==> config.mk <==
export PLATFORM = sky130hd
export DESIGN_NAME = cpu_exec_controller
export DESIGN_NICKNAME = d
export VERILOG_FILES = /design/src/rtl/cpu_ctrl_pkg.sv /design/src/rtl/key_debouncer.sv /design/src/rtl/cpu_exec_controller.sv
export SDC_FILE = /design/constraint.sdc
export NUM_CORES = 1
export LEC_CHECK = 0
export BUFFER_PORTS_ARGS = -buffer_cell sky130_fd_sc_hd__buf_2
export CORE_UTILIZATION = 40
export DETAILED_ROUTE_END_ITERATION = 8
export MAX_ROUTING_LAYER = met4
export PLACE_DENSITY = 0.75
export SYNTH_ARGS = -nofsm -noshare
export SYNTH_HDL_FRONTEND = slang
export SYNTH_HIERARCHICAL = 1
export SYNTH_SLANG_ARGS = --single-unit
==> constraint.sdc <==
create_clock -name clk -period 3.4 [get_ports clk]
set_input_delay 0.85 -clock clk [delete_from_list [all_inputs] [get_ports clk]]
set_output_delay 0.85 -clock clk [all_outputs]
set_load 0.005 [all_outputs]
==> src/rtl/cpu_ctrl_pkg.sv <==
// Shared types and constants for the CPU execution controller.
package cpu_ctrl_pkg;

  typedef enum logic [1:0] {
    HALT  = 2'd0,
    RUN   = 2'd1,
    BREAK = 2'd2
  } exec_state_t;

  typedef enum logic [1:0] {
    NONE       = 2'd0,
    USER       = 2'd1,
    BREAKPOINT = 2'd2,
    EBREAK     = 2'd3
  } halt_cause_t;

  localparam logic [31:0] EBREAK_WORD = 32'h00100073;

endpackage

==> src/rtl/key_debouncer.sv <==
// Synchronizes and debounces an active-low pushbutton; emits a one-cycle
// pulse only on an accepted released->pressed transition.
module key_debouncer #(
  parameter int unsigned DEBOUNCE_CYCLES = 500000
) (
  input  logic clk,
  input  logic reset_n,
  input  logic key_n,
  output logic press_pulse
);

  localparam int unsigned CW = $clog2(DEBOUNCE_CYCLES + 1);

  logic          sync1_q, sync1_d;
  logic          sync2_q, sync2_d;
  logic          level_q, level_d;
  logic          press_q, press_d;
  logic [CW-1:0] cnt_q, cnt_d;

  always_comb begin
    sync1_d = key_n;
    sync2_d = sync1_q;
    level_d = level_q;
    cnt_d   = '0;
    press_d = 1'b0;
    // Any sample matching the accepted level restarts the stability count.
    if (sync2_q != level_q) begin
      if (cnt_q == CW'(DEBOUNCE_CYCLES - 1)) begin
        level_d = sync2_q;
        press_d = ~sync2_q;
      end else begin
        cnt_d = cnt_q + 1'b1;
      end
    end
  end

  always_ff @(posedge clk) begin
    if (!reset_n) begin
      sync1_q <= 1'b1;
      sync2_q <= 1'b1;
      level_q <= 1'b1;
      cnt_q   <= '0;
      press_q <= 1'b0;
    end else begin
      sync1_q <= sync1_d;
      sync2_q <= sync2_d;
      level_q <= level_d;
      cnt_q   <= cnt_d;
      press_q <= press_d;
    end
  end

  assign press_pulse = press_q;

endmodule

==> src/rtl/cpu_exec_controller.sv <==
// Generates the single-cycle commit enable for the monocycle core:
// manual step, divided free-run, PC breakpoint and EBREAK halts.
module cpu_exec_controller #(
  parameter int unsigned DEBOUNCE_CYCLES = 500000,
  parameter int unsigned RUN_DIV         = 5000000,
  parameter logic [31:0] EBREAK_WORD     = cpu_ctrl_pkg::EBREAK_WORD
) (
  input  logic        clk,
  input  logic        reset_n,
  input  logic        step_key_n,
  input  logic        run_sw,
  input  logic        bp_en,
  input  logic [31:0] bp_addr,
  input  logic [31:0] pc_value,
  input  logic [31:0] instruction,
  output logic        cpu_step_en,
  output logic [1:0]  exec_state,
  output logic [1:0]  halt_cause,
  output logic [31:0] retired_count
);

  import cpu_ctrl_pkg::*;

  localparam int unsigned DW = $clog2(RUN_DIV);

  logic          press;
  exec_state_t   state_q, state_d;
  halt_cause_t   cause_q, cause_d;
  logic          step_q, step_d;
  logic          skip_q, skip_d;
  logic [31:0]   retired_q, retired_d;
  logic [DW-1:0] div_q, div_d;
  logic          terminal;
  logic          bp_hit;

  key_debouncer #(
    .DEBOUNCE_CYCLES(DEBOUNCE_CYCLES)
  ) u_key_debouncer (
    .clk        (clk),
    .reset_n    (reset_n),
    .key_n      (step_key_n),
    .press_pulse(press)
  );

  assign terminal = (div_q == DW'(RUN_DIV - 1));
  assign bp_hit   = bp_en && (pc_value == bp_addr) && !skip_q;

  always_comb begin
    state_d   = state_q;
    cause_d   = cause_q;
    step_d    = 1'b0;
    skip_d    = skip_q;
    div_d     = div_q;
    retired_d = step_q ? retired_q + 32'd1 : retired_q;
    unique case (state_q)
      HALT: begin
        if (run_sw) begin
          state_d = RUN;
          cause_d = NONE;
          skip_d  = 1'b1;
          div_d   = '0;
        end else if (press) begin
          step_d = 1'b1;
        end
      end
      RUN: begin
        div_d = terminal ? '0 : div_q + 1'b1;
        if (!run_sw) begin
          state_d = HALT;
          cause_d = USER;
        end else if (terminal) begin
          if (instruction == EBREAK_WORD) begin
            state_d = BREAK;
            cause_d = EBREAK;
          end else if (bp_hit) begin
            state_d = BREAK;
            cause_d = BREAKPOINT;
          end else begin
            step_d = 1'b1;
            skip_d = 1'b0;
          end
        end
      end
      BREAK: begin
        if (!run_sw) state_d = HALT;
      end
      default: state_d = HALT;
    endcase
  end

  always_ff @(posedge clk) begin
    if (!reset_n) begin
      state_q   <= HALT;
      cause_q   <= NONE;
      step_q    <= 1'b0;
      skip_q    <= 1'b0;
      div_q     <= '0;
      retired_q <= '0;
    end else begin
      state_q   <= state_d;
      cause_q   <= cause_d;
      step_q    <= step_d;
      skip_q    <= skip_d;
      div_q     <= div_d;
      retired_q <= retired_d;
    end
  end

  assign cpu_step_en   = step_q;
  assign exec_state    = state_q;
  assign halt_cause    = cause_q;
  assign retired_count = retired_q;

endmodule

# After elaboration in Yosys (flattened, before gate mapping)
# Cells that the tools add are included.
[totals]
reg_bits = 84
[classes]
bitwise_logic = 3
muxes = 28
eq_ne = 15
addsub = 3
reduce_logical = 12
[op_table]
columns = ["operator", "count"]
rows = [
  ["$mux W23", 2],
  ["$pmux W23 S2", 1],
  ["$add A32 B1 Y32 const B", 1],
  ["$eq A32 B21 Y1 const B", 1],
  ["$eq A32 B32 Y1", 1],
  ["$add A23 B1 Y23 const B", 1],
  ["$eq A23 B23 Y1 const B", 1],
  ["$mux W2", 10],
  ["$add A19 B1 Y19 const B", 1],
  ["$eq A19 B19 Y1 const B", 1],
  ["$ne A2 B2 Y1 const B", 6],
  ["$mux W1", 11],
  ["$reduce_and A4 Y1", 2],
  ["$pmux W2 S3", 1],
  ["$reduce_and A6 Y1", 1],
  ["$ne A4 B4 Y1 const B", 1],
  ["$pmux W1 S2", 2],
  ["$pmux W2 S2", 1],
  ["$reduce_and A2 Y1", 2],
  ["$ne A3 B3 Y1 const B", 1],
  ["$not A1 Y1", 3],
  ["$reduce_and A3 Y1", 1],
  ["$reduce_or A3 Y1", 1],
  ["$eq A2 B1 Y1 const B", 1],
  ["other kinds (6)", 7],
]

# Logic depth before layout (Yosys ltp)
[depth]
depth_word = 8
depth_mapped = 7
mapped_depth_nobuf = 6

# Hierarchy
# Netlist, hierarchy kept.
[by_module_without_submodules]
columns = ["module", "area_each_um2", "seq_area_each_um2", "cells_each", "instances"]
rows = [
  ["cpu_exec_controller", 3590.9, 1221.2, 418, 1],
  ["key_debouncer", 1086.0, 460.4, 117, 1],
]

# Least setup slack after synthesis
# No wires, ideal clock.
[synth_timing]
path_kind = "input port to flip-flop"
start = "input port bp_addr[6]"
end = "register state_q[1] (netlist: exec_state[1])"
stages = 5
arrival_ns = 2.078
n_path_buf = 0
slack_ns = 1.264
cell_sequence = "xor2_1 -> or4_1 -> nor4b_2 -> and3_1 -> a31o_1"
[synth_via]
elab_chain_len = 5
[synth_rtl]
columns = ["element", "line", "source"]
rows = [
  ["start, declared", "cpu_exec_controller.sv:13", "input logic [31:0] bp_addr,"],
  ["$eq A32 B32 Y1", "cpu_exec_controller.sv:46", "assign bp_hit = bp_en && (pc_value == bp_addr) && !skip_q;"],
  ["$logic_and A1 B1 Y1 (2 in a row)", "cpu_exec_controller.sv:46", ""],
  ["$ne A4 B4 Y1 (no source line)", "--", ""],
  ["$reduce_and A4 Y1 (no source line)", "--", ""],
  ["end signal, assigned", "cpu_exec_controller.sv:100", "state_q <= state_d;"],
  ["end, declared", "cpu_exec_controller.sv:27", "exec_state_t state_q, state_d;"],
]
# No other way between the ends.
# A chain may end at the register's enable or synchronous reset.

# Worst setup path after layout
[layout_timing]
start = "register retired_q[0] (netlist: retired_count[0])"
end = "register retired_q[28] (netlist: retired_count[28])"
[layout_via]
elab_chain_len = 1
[layout_rtl]
columns = ["element", "line", "source"]
rows = [
  ["start, declared", "cpu_exec_controller.sv:31", "logic [31:0] retired_q, retired_d;"],
  ["start signal, assigned", "cpu_exec_controller.sv:105", "retired_q <= retired_d;"],
  ["$add A32 B1 Y32", "cpu_exec_controller.sv:54", "retired_d = step_q ? retired_q + 32'd1 : retired_q;"],
]
# No other way between the ends.

==> impl_metrics.py <==
metrics = {
    "logic_synthesis": {
        "synthTopCellsByCount": "dfxtp_1, nor2_1, xor2_1, xnor2_1, nand2_1",
        "syn_nets": 639,
        "synthFlopType": "dfxtp_1",
        "yosys.cell_count.top_type": "dfxtp_1",
        "netlist_area_um2": 4677,
        "ys_seq_area_frac": 0.3596,
        "synth_cell_types": 73,
        "ys_ff_latch": 84,
        "yosysWarnings": 6,
        "synth_edf_count": 0,
        "synth_area_per_cell_um2": 8.742,
        "ys_top_cells_by_area": "dfxtp_1, xor2_1, xnor2_1",
        "synthArstFlopShare": 0,
        "synth_top_area_cell": "dfxtp_1",
        "synth_top_area_frac": 0.3596,
        "postSynthCellCount": 535,
    },
    "cells_and_area": {
        "nets": 773,
        "instances_no_fill": 817,
        "final_util": 0.5066,
        "diodes": 0,
        "multiInputGateArea_um2": 2829,
        "seq_area_um2": 1682,
        "final_cell_area_um2": 5784,
        "area_growth_pct": 23.68,
        "layout-drive-gt1-share": 0.2864,
        "nFillCells": 1063,
    },
    "floorplan": {
        "ioPinCount": 138,
        "die_w_um": 110.1,
        "rows": 39,
        "die_h_um": 110.1,
        "die-area_um2": 12130,
        "start_util": 0.4096,
        "core_um2": 11420,
    },
    "cts": {
        "cts_tree": "built",
        "cts_max_level": 3,
        "clock_sinks": 84,
        "post_cts_buffers": 0,
        "cts.clk_slew.worst_paths_ps": 70,
        "cts_max_path_buffers": 2,
        "root_buffer": "clkbuf_16",
        "cts_resized": 0,
        "clk_latency_ps": 350,
        "numCtsBuffers": 9,
        "holdBufCountCts": 0,
    },
    "job": {
        "cap_violations": 0,
    },
    "drt": {
        "drc": 0,
        "via_count": 4453,
        "vias_per_cell": 5.450,
        "wl_per_cell_um": 13.77,
        "routed_wirelength_um": 11250,
        "ant_nets": 0,
        "first_pass_iters": 5,
        "drt_iter0_drc": 324,
    },
    "place": {
        "portBuffers": 137,
        "routabilityCongestion": 0.9413,
        "dp_hpwl_um": 8630,
        "dp_cells": 801,
        "placed_cell_area_um2": 5465,
    },
    "global_routing": {
        "grt-ovfl-total": 0,
        "grt_pass1_wl_um": 18510,
        "groute.usage.overall": 0.1978,
        "grt_max_degree": 38,
        "antenna_found_initial": 0,
        "grt_pass1_vias": 4199,
    },
    "setup_path": {
        "path_class": "flop to flop",
        "rr_startpoint": "retired_count[0]",
        "worst_setup_path_end_kind": "flop",
        "cp_max_fo": 11,
        "r2r-end": "retired_count[28]",
        "r2r_slack_ps": 1110,
        "r2r_cells": 6,
        "start_kind": "flop",
        "worstPathRequired_ps": 3620,
        "critical_path_arrival_ps": 2510,
    },
    "sta": {
        "rsz0062_at_grt": "no",
        "tightest_slew_ps": 683.2,
        "slew_headroom": 0.5432,
        "clock.fmax_mhz": 436.5,
        "final.min_clock_period_ps": 2291,
        "skew_ps": 11.35,
        "finalSetupViolCount": 0,
        "fin_tns_setup_ps": 0,
        "layout_worst_path_cycle_share": 0.6738,
        "maxSlewViolCount": 0,
        "hold_viol": 0,
    },
    "worst_hold_path": {
        "holdPathEnd": "u_key_debouncer/sync2_q",
        "worstHoldStart": "u_key_debouncer/sync1_q",
        "min_path_cells": 1,
        "hold_class": "flop to flop",
    },
    "power_and_ir_drop": {
        "total_leakage_power_uw": 0.002244,
        "finalPower_uw": 2188,
        "power_density_nw_per_um2": 378.3,
        "peakVddDrop_v": 0.0003355,
    },
    "outcome": {
        "outcome": "finished clean",
    },
}
## placed cells by master (no fill, tap or decap), types with 5 or more instances in the layout
cell type,synthesis,final
nand3_1,22,22
dfxtp_1,84,84
nor4_2,5,5
and2_1,6,6
o21ai_0,7,7
nand2_1,33,33
a21oi_1,11,11
xnor2_1,41,41
clkbuf_16,0,9
nor3_1,18,18
or3_1,6,6
inv_1,20,20
and3_1,11,11
and4_1,8,8
xor2_1,47,47
buf_2,4,137
nor2_1,70,70
nor4_1,32,32
nand4_1,19,19
## how the worst max path moves through the flow
| stage | start | to | slack [ps] |
|---|---|---|---|
| after floorplan | bp_addr[6] | exec_state[1] | 1260 |
| after global placement | bp_addr[6] | cpu_step_en | 1070 |
| after detailed placement | bp_addr[23] | exec_state[0] | 980 |
| after CTS | retired_count[0] | retired_count[28] | 1100 |
| after global routing | retired_count[0] | retired_count[30] | 870 |
| final | retired_count[0] | retired_count[28] | 1110 |
## kinds of logic after synthesis
group	share of synthesized area
simple gates	0.3494
xor+xnor	0.1648
flops	0.3595
compound gates	0.07839
buf+inv	0.03558
fa+ha+maj	0.008027
mux	0.004281
## per-stage QoR
stage	setup WS [ps]	hold slack, ps
detailed placement	979.6	401.6
floorplan	1264	386.3
global placement	1074	404.3
finish	1109	422.2
global route	866.4	427.0
CTS	1101	416.7
## layout make-up
type                       instances  area share
multi-input combinational        415      0.4891
sequential                        84      0.2907
timing repair buffer             139      0.1211
clock buffer                       9     0.03894
tap                              143     0.03093
clock inverter                     7     0.01622
inverter                          20     0.01298
## where the power goes
| group | internal (uW) | switching [uW] | leakage (uW) |
|---|---|---|---|
| registers | 988 | 5.74 | 0.000678 |
| logic | 76.0 | 83.5 | 0.00141 |
| clock network | 591 | 444 | 0.000153 |
## worst max-delay path, stage by stage, from the launching register on
cell and delay (ps):
dfxtp_1 430, ha_1 200, and4_1 260, nand4_1 560
nor4_2 490, xnor2_1 160, nor2_1 50
## routing by layer
metal / track usage / share of wire / up-vias
li1: - / - / 2189
met1: 0.2239 / 0.42 / 2099
met2: 0.3299 / 0.51 / 143
met3: 0.05526 / 0.063 / 22
met4: 0.07989 / 0.014 / 0
met5: - / 0 / -
## registers in the layout (all words and copies together) (netlist names)
signal and count:
retired_count 32, div_q 23, skip_q 1, u_key_debouncer/level_q 1, u_key_debouncer/sync2_q 1, u_key_debouncer/sync1_q 1
exec_state 2, u_key_debouncer/press_pulse 1, halt_cause 2, cpu_step_en 1, u_key_debouncer/cnt_q 19
(Power assumes the default switching activity.)
